[src/rtl/phase_pkg.sv]
// Shared types and helpers for the two-phase bundled-data channel endpoints.
package phase_pkg;

  typedef logic phase_t;

  localparam phase_t PHASE_INIT = 1'b0;

  // Occupancy counter width able to hold 0..depth inclusive.
  function automatic int cnt_w(input int depth);
    return $clog2(depth + 1);
  endfunction

endpackage

[src/rtl/phase_sync.sv]
// Flop-chain synchroniser for a two-phase request/ack line; resets to the channel phase.
module phase_sync
  import phase_pkg::*;
#(
  parameter int     SYNC_STAGES = 2,
  parameter phase_t INIT        = PHASE_INIT
) (
  input  logic clk,
  input  logic rst,
  input  logic d,
  output logic q
);

  logic [SYNC_STAGES-1:0] chain;

  always_ff @(posedge clk or posedge rst) begin
    if (rst) chain <= {SYNC_STAGES{INIT}};
    else     chain <= {chain[SYNC_STAGES-2:0], d};
  end

  assign q = chain[SYNC_STAGES-1];

endmodule

[src/rtl/phase_rx.sv]
// Two-phase bundled-data receiver: synchronises req_in, captures data_in into a
// fall-through FIFO, toggles ack_out per captured word, presents a valid/ready stream.
module phase_rx
  import phase_pkg::*;
#(
  parameter int     WIDTH       = 8,
  parameter int     DEPTH       = 4,
  parameter int     SYNC_STAGES = 2,
  parameter phase_t INIT        = PHASE_INIT
) (
  input  logic                      clk,
  input  logic                      rst,
  input  logic                      req_in,
  input  logic [WIDTH-1:0]          data_in,
  output logic                      ack_out,
  output logic                      out_valid,
  output logic [WIDTH-1:0]          out_data,
  input  logic                      out_ready,
  output logic [cnt_w(DEPTH)-1:0]   count
);

  localparam int AW = $clog2(DEPTH);
  localparam int CW = cnt_w(DEPTH);

  logic             req_s;
  logic             ack_r;
  logic [AW-1:0]    wptr;
  logic [AW-1:0]    rptr;
  logic [WIDTH-1:0] mem [DEPTH];
  logic             push;
  logic             pop;

  phase_sync #(.SYNC_STAGES(SYNC_STAGES), .INIT(INIT)) u_req_sync (
    .clk (clk),
    .rst (rst),
    .d   (req_in),
    .q   (req_s)
  );

  // Registered count only: a same-cycle pop does not open a slot for this push.
  assign push      = (req_s ^ ack_r) && (count < CW'(DEPTH));
  assign pop       = out_valid && out_ready;
  assign out_valid = (count != '0);
  assign out_data  = mem[rptr];
  assign ack_out   = ack_r;

  always_ff @(posedge clk or posedge rst) begin
    if (rst) begin
      ack_r <= INIT;
      wptr  <= '0;
      rptr  <= '0;
      count <= '0;
      for (int i = 0; i < DEPTH; i++) mem[i] <= '0;
    end else begin
      if (push) begin
        mem[wptr] <= data_in;
        wptr      <= wptr + AW'(1);
        ack_r     <= ~ack_r;
      end
      if (pop) rptr <= rptr + AW'(1);
      case ({push, pop})
        2'b10:   count <= count + CW'(1);
        2'b01:   count <= count - CW'(1);
        default: count <= count;
      endcase
    end
  end

endmodule

[config.mk]
export PLATFORM = sky130hd
export DESIGN_NAME = phase_rx
export DESIGN_NICKNAME = d
export VERILOG_FILES = /design/src/rtl/phase_pkg.sv /design/src/rtl/phase_sync.sv /design/src/rtl/phase_rx.sv
export SDC_FILE = /design/constraint.sdc
export NUM_CORES = 1
export LEC_CHECK = 0
export CAP_MARGIN = 20
export CORE_AREA = 2 2 74 55
export DETAILED_ROUTE_END_ITERATION = 12
export DIE_AREA = 0 0 76 57
export PLACE_DENSITY = 0.83
export SLEW_MARGIN = 40
export SYNTH_ARGS = -nofsm -noshare
export SYNTH_HDL_FRONTEND = slang
export SYNTH_SLANG_ARGS = --single-unit
export TNS_END_PERCENT = 50
[constraint.sdc]
create_clock -name clk -period 2.4 [get_ports clk]
set_clock_uncertainty 0.05 [all_clocks]
set_input_delay 0.48 -clock clk [delete_from_list [all_inputs] [get_ports clk]]
set_output_delay 0.48 -clock clk [all_outputs]
set_load 0.005 [all_outputs]
[Word-level counts from Yosys, hierarchy flattened]
Index checks and enable logic that the tools add are counted.
Cells by class
  multiplexer cells: 7
  bitwise operators: 4
  add/subtract/negate cells: 4
  equality and inequality tests: 2
  magnitude comparators: 4
  reduce and logical (&&, ||, !) cells: 5
Operator list (number)
  32-bit bitwise mux: 1
  8-bit 2-to-1 mux: 3
  8-bit binary-select mux with 2-bit select: 1
  8-bit demux with 2-bit select: 1
  3-bit >= comparator, second input constant: 2
  2-bit NOT with 3-bit output: 2
  3-bit one-hot mux with 2 select lines: 1
  2-bit by 1-bit adder with 2-bit output, second input constant: 2
  3-bit by 1-bit adder with 3-bit output, second input constant: 1
  1-bit logical AND: 3
  3-bit by 1-bit < comparator with 1-bit output, second input constant: 1
  3-bit < comparator, second input constant: 1
  3-bit nonzero test: 1
  3-bit by 1-bit subtractor with 3-bit output, second input constant: 1
  2-bit by 1-bit == test with 1-bit output, second input constant: 1
  2-bit == test, second input constant: 1
  2-bit nonzero test: 1
  1-bit NOT: 1
  1-bit XOR: 1
Storage, ports and cells
  register bits: 42
  word-level logic and storage cells: 35
  bits of input ports: 12

[Depth between registers and ports, before layout]
Gate-level depths: netlist of run 1.
  depth in word-level cells: 6
  gate-level depth with buffers: 9
  mapped depth without buffers: 9

[Hierarchy]
Synthesis of run 1 repeated with hierarchy kept, for this count alone.
Second synthesis, totals
  cell total of the unflattened synthesis: 119
  area, all modules: 1898.1 um^2
Modules (own cells, without submodules)
  phase_rx: area an instance 1844.3 um^2, sequential area each 1001.0 um^2, cells each 116, instances 1
  phase_sync: area an instance 53.8 um^2, sequential area each 50.0 um^2, cells each 3, instances 1

[Worst setup path after synthesis of run 1]
OpenSTA, ideal clock, no wires.
  path kind: reg-to-reg
  start: register ack_r, in the netlist ack_out
  end: register count[2]
  arrival: 1855 ps
  data required time: 2270 ps
  path slack: 415 ps
  stages on the path, launching flop included: 10
  setup time: 80 ps
  cells stage by stage: dfrtp_1 xnor2_1 nor2_1 inv_1 ha_1 inv_1 fa_1 xor2_1 nor2_1 xor2_1
Between the ends
  longest elaborated chain between the ends: 4
  elaborated cells between the ends (all ways): 6
  those cells by class: eq/ne: 2; mux: 1; bitwise: 1; reduce/logical: 2
RTL lines
  from (decl): line phase_rx.sv:26  | logic ack_r;
  from (signal assigned): line phase_rx.sv:58  | ack_r <= ~ack_r;
  1-bit XOR (*): line phase_rx.sv:41  | assign push = (req_s ^ ack_r) && (count < CW'(DEPTH));
  1-bit logical AND (*): line phase_rx.sv:41
  2-bit by 1-bit == test with 1-bit output / 2-bit == test (equally long branches): line phase_rx.sv:61  | case ({push, pop})
  3-bit one-hot mux with 2 select lines / 2-bit nonzero test (equally long branches)
  to (signal assigned): line phase_rx.sv:62  | 2'b10: count <= count + CW'(1);
  to (signal assigned): line phase_rx.sv:63  | 2'b01: count <= count - CW'(1);
  to (signal assigned): line phase_rx.sv:64  | default: count <= count;
  to (decl): line phase_rx.sv:19  | output logic [cnt_w(DEPTH)-1:0] count
Mark *: on every way between the ends. The rest lies on a longest branch, timed or not.
A chain may end at the register's enable or synchronous reset.

[Worst setup path after layout of run 1]
  start: register rptr[0]
  end: output port out_data[6]
Between the ends
  longest elaborated chain between the ends: 4
RTL lines
  from (decl): line phase_rx.sv:28  | logic [AW-1:0] rptr;
  from (signal assigned): line phase_rx.sv:60  | if (pop) rptr <= rptr + AW'(1);
  2-bit NOT with 3-bit output (not written as such): line phase_rx.sv:44  | assign out_data = mem[rptr];
  8-bit binary-select mux with 2-bit select: line phase_rx.sv:44
  8-bit 2-to-1 mux (not written as such) (2 in series): line phase_rx.sv:44
  to (decl): line phase_rx.sv:17  | output logic [WIDTH-1:0] out_data,
Every way passes these cells. The select of a mux whose other input is x is not followed.

==> impl_results.md, run 1 <==
- Top delay family on crit path: buffers and inverters
- Count leader, synth: dfrtp_1
- CTS Root Cell: clkbuf_8
- Worst Hold End: u_req_sync.chain[1]
- Period utilisation layout: a little over nine tenths
- WL/cell: between 15 and 20 um
- Hold path start: u_req_sync.chain[0]
- Synth area leaders: dfrtp_1, mux2_2, mux4_2, ha_1, xnor2_1
- Area leader, netlist: dfrtp_1
- Asr flop ratio synth: 100%
- Max Cap Viol: 0
- Cell Pwr Density: 1430 mW/mm^2
- Overflow left after global routing: 0
- Number of remaining DRC errors: 0
- Crit-path cells: buf_12 -> mux4_2 -> clkdlybuf4s50_1
- Die W: between 70 and 80 um
- Vias in the first global route: approximately 1100
- Synth top cells by count: dfrtp_1, mux2_2, mux4_2, inv_1, ha_1
- Seq cells post-synth: 42
- Critical Path Fanout Max: 8
- Worst-Margin Slew: 556 ps
- Final Hold Violating Endpoints: 0
- Status: finished clean
- Cell Rows: 19
- Yosys warns: 0
- DRT antenna net count: 0
- Vias: between 1000 and 1500
- Initial Util: roughly half
- Clk Latency, worst-skew pair: 300 ps
- Core area: roughly 0.0037 mm^2
- Crit path kind: flop to output port
- Post-synth net total: about 140
- Final WL: roughly 3.3 mm
- Largest net degree at the start of global routing: 43
- Fin util: a little over three fifths
- TritonCTS clock tree: yes
- R2R depth: 9
- Layout cells sized above 1: between 30% and 40%
- LEAKAGE: 0.993 nW
- H-tree Lvls: 2
- Final setup fails: 0
- Port bufs: 24
- Worst IR Drop VDD: 0.827 mV
- Required time of the critical path: between 1500 and 2000 ps
- Post-synthesis cell count: 118
- Slew HR: 62.9%
- Placed insts: 193
- Top Ports: 25
- Vias per cell: approximately 5.1
- CP max stage delay: 520 ps
- Arrival @ worst endpoint: approximately 1800 ps
- Antenna violations before repair: 0
- # diodes: 0
- Leading register cell type out of synthesis: dfrtp_1
- Gr usage total: 17.3%
- Pre-Repair DR Iteration Count: 4
- Tmin final: 2360 ps
- Layout Cells excl Fill: 203
- Crit end category: output port
- Hold crit path type: flop to flop
- Setup crit start kind: flop
- Clock Sinks: 42
- Worst reg2reg startpoint: ack_out
- DIE HEIGHT: ~57 um
- Clock Path Buffers: 2
- Die area: 0.00433 mm^2
- CP Launch Point: rptr[0]
- Hold depth: 0
- Top cell type's share of synthesized area: 55.5%
- WP buf/inv: 2
- Mean Syn Cell Area: between 15 and 20 um^2
- Syn-to-layout area delta: 22.5%
- DP HPWL: around 2.3 mm
- Sequential area share after synthesis: 55.5%
- FMAX: between 0.4 and 0.5 GHz
- Post_cts resized: 0
- Hold slack: ~300 ps
- Register-to-Register Setup Slack: roughly 270 ps
- Clk pin slew, worst setup/hold paths: around 80 ps
- Placer's final routability congestion estimate: just over 0.7
- Drt initial violations: 68
- Pins Over Slew Limit: 0
- Global-route wire length before repair: about 5.6 mm
- Post-synth cell types: 18
- Post-synth EDFFs: 0
- TritonCTS Buffers: 5
- Final-stage net count: 168
- Crit path max-delay cell type: mux4_2
- Reg-to-Reg End: count[2]
- Synth Cell Area: ~0.0019 mm^2
==> routing by layer <==
layer	wire length (um)	global-route usage, %
met4	49	7.79
met1	1600	24.4
met2	1550	25.1
met3	126	5.54
met5	0	0
==> logic make-up after synthesis <==
family	count (synthesis)	share of synthesized area (%)
buffers and inverters	10	2.05
flip-flops	42	55.5
multiplexers	43	30.3
XOR/XNOR	8	3.70
adder cells (fa/ha/maj)	6	4.36
AND/OR/NAND/NOR	8	3.70
AO/OA/AOI/OAI	1	0.462
==> per-stage QoR <==
step                      setup WS [ps]  instance area (um^2)  power (mW)  setup TNS [ps]
after floorplan                     415                  1890        2.24               0
after global placement              157                  2210        2.77               0
after detailed placement           46.9                  2210        2.86               0
after CTS                          35.4                  2310        3.34               0
after global routing              -1.14                  2320        3.54           -1.14
final                              43.2                  2320        3.32               0
==> final cells by class <==
class / instances / area [um^2]
clock buffer: 7 / 86.3
clock inverter: 1 / 5.00
fill: 267 / 1360
inverter: 7 / 26.3
multi-input combinational: 66 / 805
sequential: 42 / 1050
tap: 52 / 65.1
timing repair buffer: 28 / 283
==> timing repair <==
item	CTS	global route
setup endpoints to repair	3	2
hold buffers	0	0
setup buffers	1	1
==> flip-flops by register name, summed over array words and instances, names as in the netlist <==
signal	cells
ack_out	1
count	3
mem	32
rptr	2
u_req_sync.chain	2
wptr	2
==> power breakdown <==
part           leakage (nW)  internal, mW  total (mW)  switching (mW)
sequential            0.493          1.06        1.32           0.250
combinational         0.452          1.02        1.54           0.515
clock                0.0482         0.232       0.468           0.236
total                 0.993          2.32        3.32            1.00
==> layout by cell type (no fill, tap or decap) <==
cell type	count
buf_12	1
buf_4	3
clkbuf_1	1
clkbuf_8	6
clkdlybuf4s50_1	24
clkinv_2	1
dfrtp_1	42
fa_1	1
ha_1	5
inv_1	7
mux2_2	34
mux2i_1	1
mux4_2	8
nand2_1	1
nand3b_2	3
nor2_1	2
nor3b_4	1
o31a_1	1
or3_1	1
xnor2_1	4
xor2_1	4
==> how the worst max path moves through the flow <==
stage	endpoint	slack, ps	cells past startpoint
global route	out_data[6]	-1	3
global placement	count[2]	160	8
detailed placement	count[2]	50	8
finish	out_data[6]	40	3
floorplan	count[2]	420	9
CTS	out_data[6]	40	3
(Power assumes the default switching activity.)
==> run 2: changes to the inputs <==
--- a/config.mk
+++ b/config.mk
@@ -6,9 +6,11 @@
 export NUM_CORES = 1
 export LEC_CHECK = 0
 export CAP_MARGIN = 20
-export CORE_AREA = 2 2 74 55
+export CORE_AREA = 3 3 75 56
+export CTS_CLUSTER_SIZE = 16
 export DETAILED_ROUTE_END_ITERATION = 12
-export DIE_AREA = 0 0 76 57
+export DIE_AREA = 0 0 78 59
+export HOLD_SLACK_MARGIN = 0.15
 export PLACE_DENSITY = 0.83
 export SLEW_MARGIN = 40
 export SYNTH_ARGS = -nofsm -noshare
==> run 2 against run 1 <==
Core utilization increased by 2.6 points; cell count decreased by 2.5%; first-iteration DRC count increased by 38%; die area increased by 6.2%; critical path depth unchanged; hold slack improved by 2.5 ps; design area decreased by 0.70%; via count increased by 3.1%; flip-flop and latch count unchanged; count of clock-buffer cells in the layout decreased by 1; critical path type unchanged; largest power group unchanged.
==> impl_results.md, run 2 (synthesis gave the netlist of run 1 again) <==
- Worst reg2reg startpoint: ack_out
- Core area: between 0.003 and 0.004 mm^2
- WL/cell: between 15 and 20 um
- DRT antenna net count: 0
- TritonCTS clock tree: yes
- Vias: ~1100
- Reg-to-Reg End: count[2]
- Worst-Margin Slew: 533 ps
- Slew HR: 64.4%
- DIE HEIGHT: between 50 and 60 um
- Period utilisation layout: a little over nine tenths
- Worst IR Drop VDD: a little under 0.8 mV
- Logic gate share of total power: a little under half
- Final setup fails: 0
- Gr usage total: between 10% and 20%
- Placed insts: approximately 190
- Switching Fraction: between 20% and 30%
- R2R depth: 9
- Clk Latency, worst-skew pair: around 280 ps
- Pre-Repair DR Iteration Count: 4
- Crit path max-delay cell type: mux4_2
- Sequential share of power: between 40% and 50%
- FMAX: approximately 0.43 GHz
- Most common cell after layout, fill and taps aside: dfrtp_1
- Syn-to-layout area delta: 21.7%
- TritonCTS Buffers: 5
- Setup crit start kind: flop
- Number of flip-flops in the largest register: 32
- Crit-path cells: buf_12 -> mux4_2 -> clkdlybuf4s50_1
- Drt initial violations: 94
- Max Cap Viol: 0
- Arrival @ worst endpoint: between 1500 and 2000 ps
- Hold path start: u_req_sync.chain[0]
- Worst Hold End: u_req_sync.chain[1]
- Die W: 78 um
- Overflow left after global routing: 0
- H-tree Lvls: 2
- Clock power frac: 13.3%
- Global-route wire length before repair: 5.78 mm
- Crit path kind: flop to output port
- LEAKAGE: 0.993 nW
- Switching power: 0.976 mW
- WP buf/inv: 2
- Number of remaining DRC errors: 0
- Final Hold Violating Endpoints: 0
- Vias per cell: around 5.4
- Status: finished clean
- Tmin final: roughly 2300 ps
- Antenna violations before repair: 0
- Top Ports: 25
- Register-to-Register Setup Slack: roughly 250 ps
- Layout Cells excl Fill: 198
- Hold crit path type: flop to flop
- Final-stage net count: between 150 and 200
- CTS Hold Bufs: 0
- Port bufs: 24
- Required time of the critical path: ~1900 ps
- Clk pin slew, worst setup/hold paths: roughly 70 ps
- Initial Util: 53.9%
- Pins Over Slew Limit: 0
- Clock Sinks: 42
- CP max stage delay: roughly 500 ps
- # diodes: 0
- DP HPWL: approximately 2.3 mm
- Vias in the first global route: about 1200
- Top reg by flops: mem
- Critical Path Fanout Max: 8
- RSZ-0062 raised after global routing: no
- Placer's final routability congestion estimate: ~0.67
- Setup_tns: 0 ps
- Top flop regs: mem (32), count (3)
- Cell Pwr Density: between 1000 and 1500 mW/mm^2
- Design Power: 3.27 mW
- Hold depth: 0
- Internal: roughly 2.3 mW
- Cell Rows: 18
- CTS Root Cell: clkbuf_8
- Most frequent cells in the layout: dfrtp_1, mux2_2, clkdlybuf4s50_1
- Largest net degree at the start of global routing: 43
- Die area: between 0.004 and 0.005 mm^2
- Top delay family on crit path: buffers and inverters
- Clock Path Buffers: 2
- Final WL: around 3.3 mm
- Layout cells sized above 1: between 30% and 40%
- Crit end category: output port
==> run 2: final cells by class <==
type,count,area [um^2]
Tap cell,50,62.6
Timing Repair Buffer,27,278
Inverter,7,26.3
Sequential cell,42,1050
Fill cell,254,1210
Clock buffer,6,82.6
Multi-Input combinational cell,66,805
==> run 2: repair_timing <==
action                                  4_1_cts  5_1_grt
hold endpoints to repair                      0        0
pin swaps                                     0        0
endpoints found under the setup margin        5        1
buffers inserted                              1        0
cloned                                        0        0
resized for setup                             0        1
==> run 2: through the flow <==
| step | hold WS [ps] | util, % | setup slack (ps) | instance area [um^2] |
|---|---|---|---|---|
| after floorplan | 281 | - | 415 | 1890 |
| after global placement | 286 | 63.0 | 160 | 2210 |
| after detailed placement | 288 | 63.0 | 42.7 | 2210 |
| after CTS | 304 | 65.5 | 34.7 | 2300 |
| after global routing | 320 | 65.6 | 1.22 | 2300 |
| final | 303 | 65.6 | 63.1 | 2300 |
==> run 2: routing by layer <==
layer / global-route usage, % / vias up / wire [um]
met5: 0 / - / 0
li1: - / 482 / -
met2: 27.1 / 27 / 1570
met4: 4.49 / 0 / 36
met3: 4.71 / 8 / 163
met1: 22.6 / 547 / 1530
==> run 2: how the worst max path moves through the flow <==
stage | from | endpoint | slack, ps | depth (start not counted)
after floorplan | ack_out | count[2] | 420 | 9
after global placement | out_ready | count[2] | 160 | 8
after CTS | rptr[0] | out_data[1] | 30 | 3
after detailed placement | out_ready | count[2] | 40 | 8
after global routing | rptr[0] | out_data[4] | 1 | 3
final | rptr[0] | out_data[4] | 60 | 3
==> run 2: power groups by stage <==
stage               logic (mW)  clock network, mW  registers, mW
finish                    1.51              0.435           1.32
global route              1.64              0.481           1.37
CTS                       1.55              0.448           1.33
detailed placement        1.52                  0           1.35
global placement          1.47                  0           1.30
floorplan                 1.03                  0           1.21
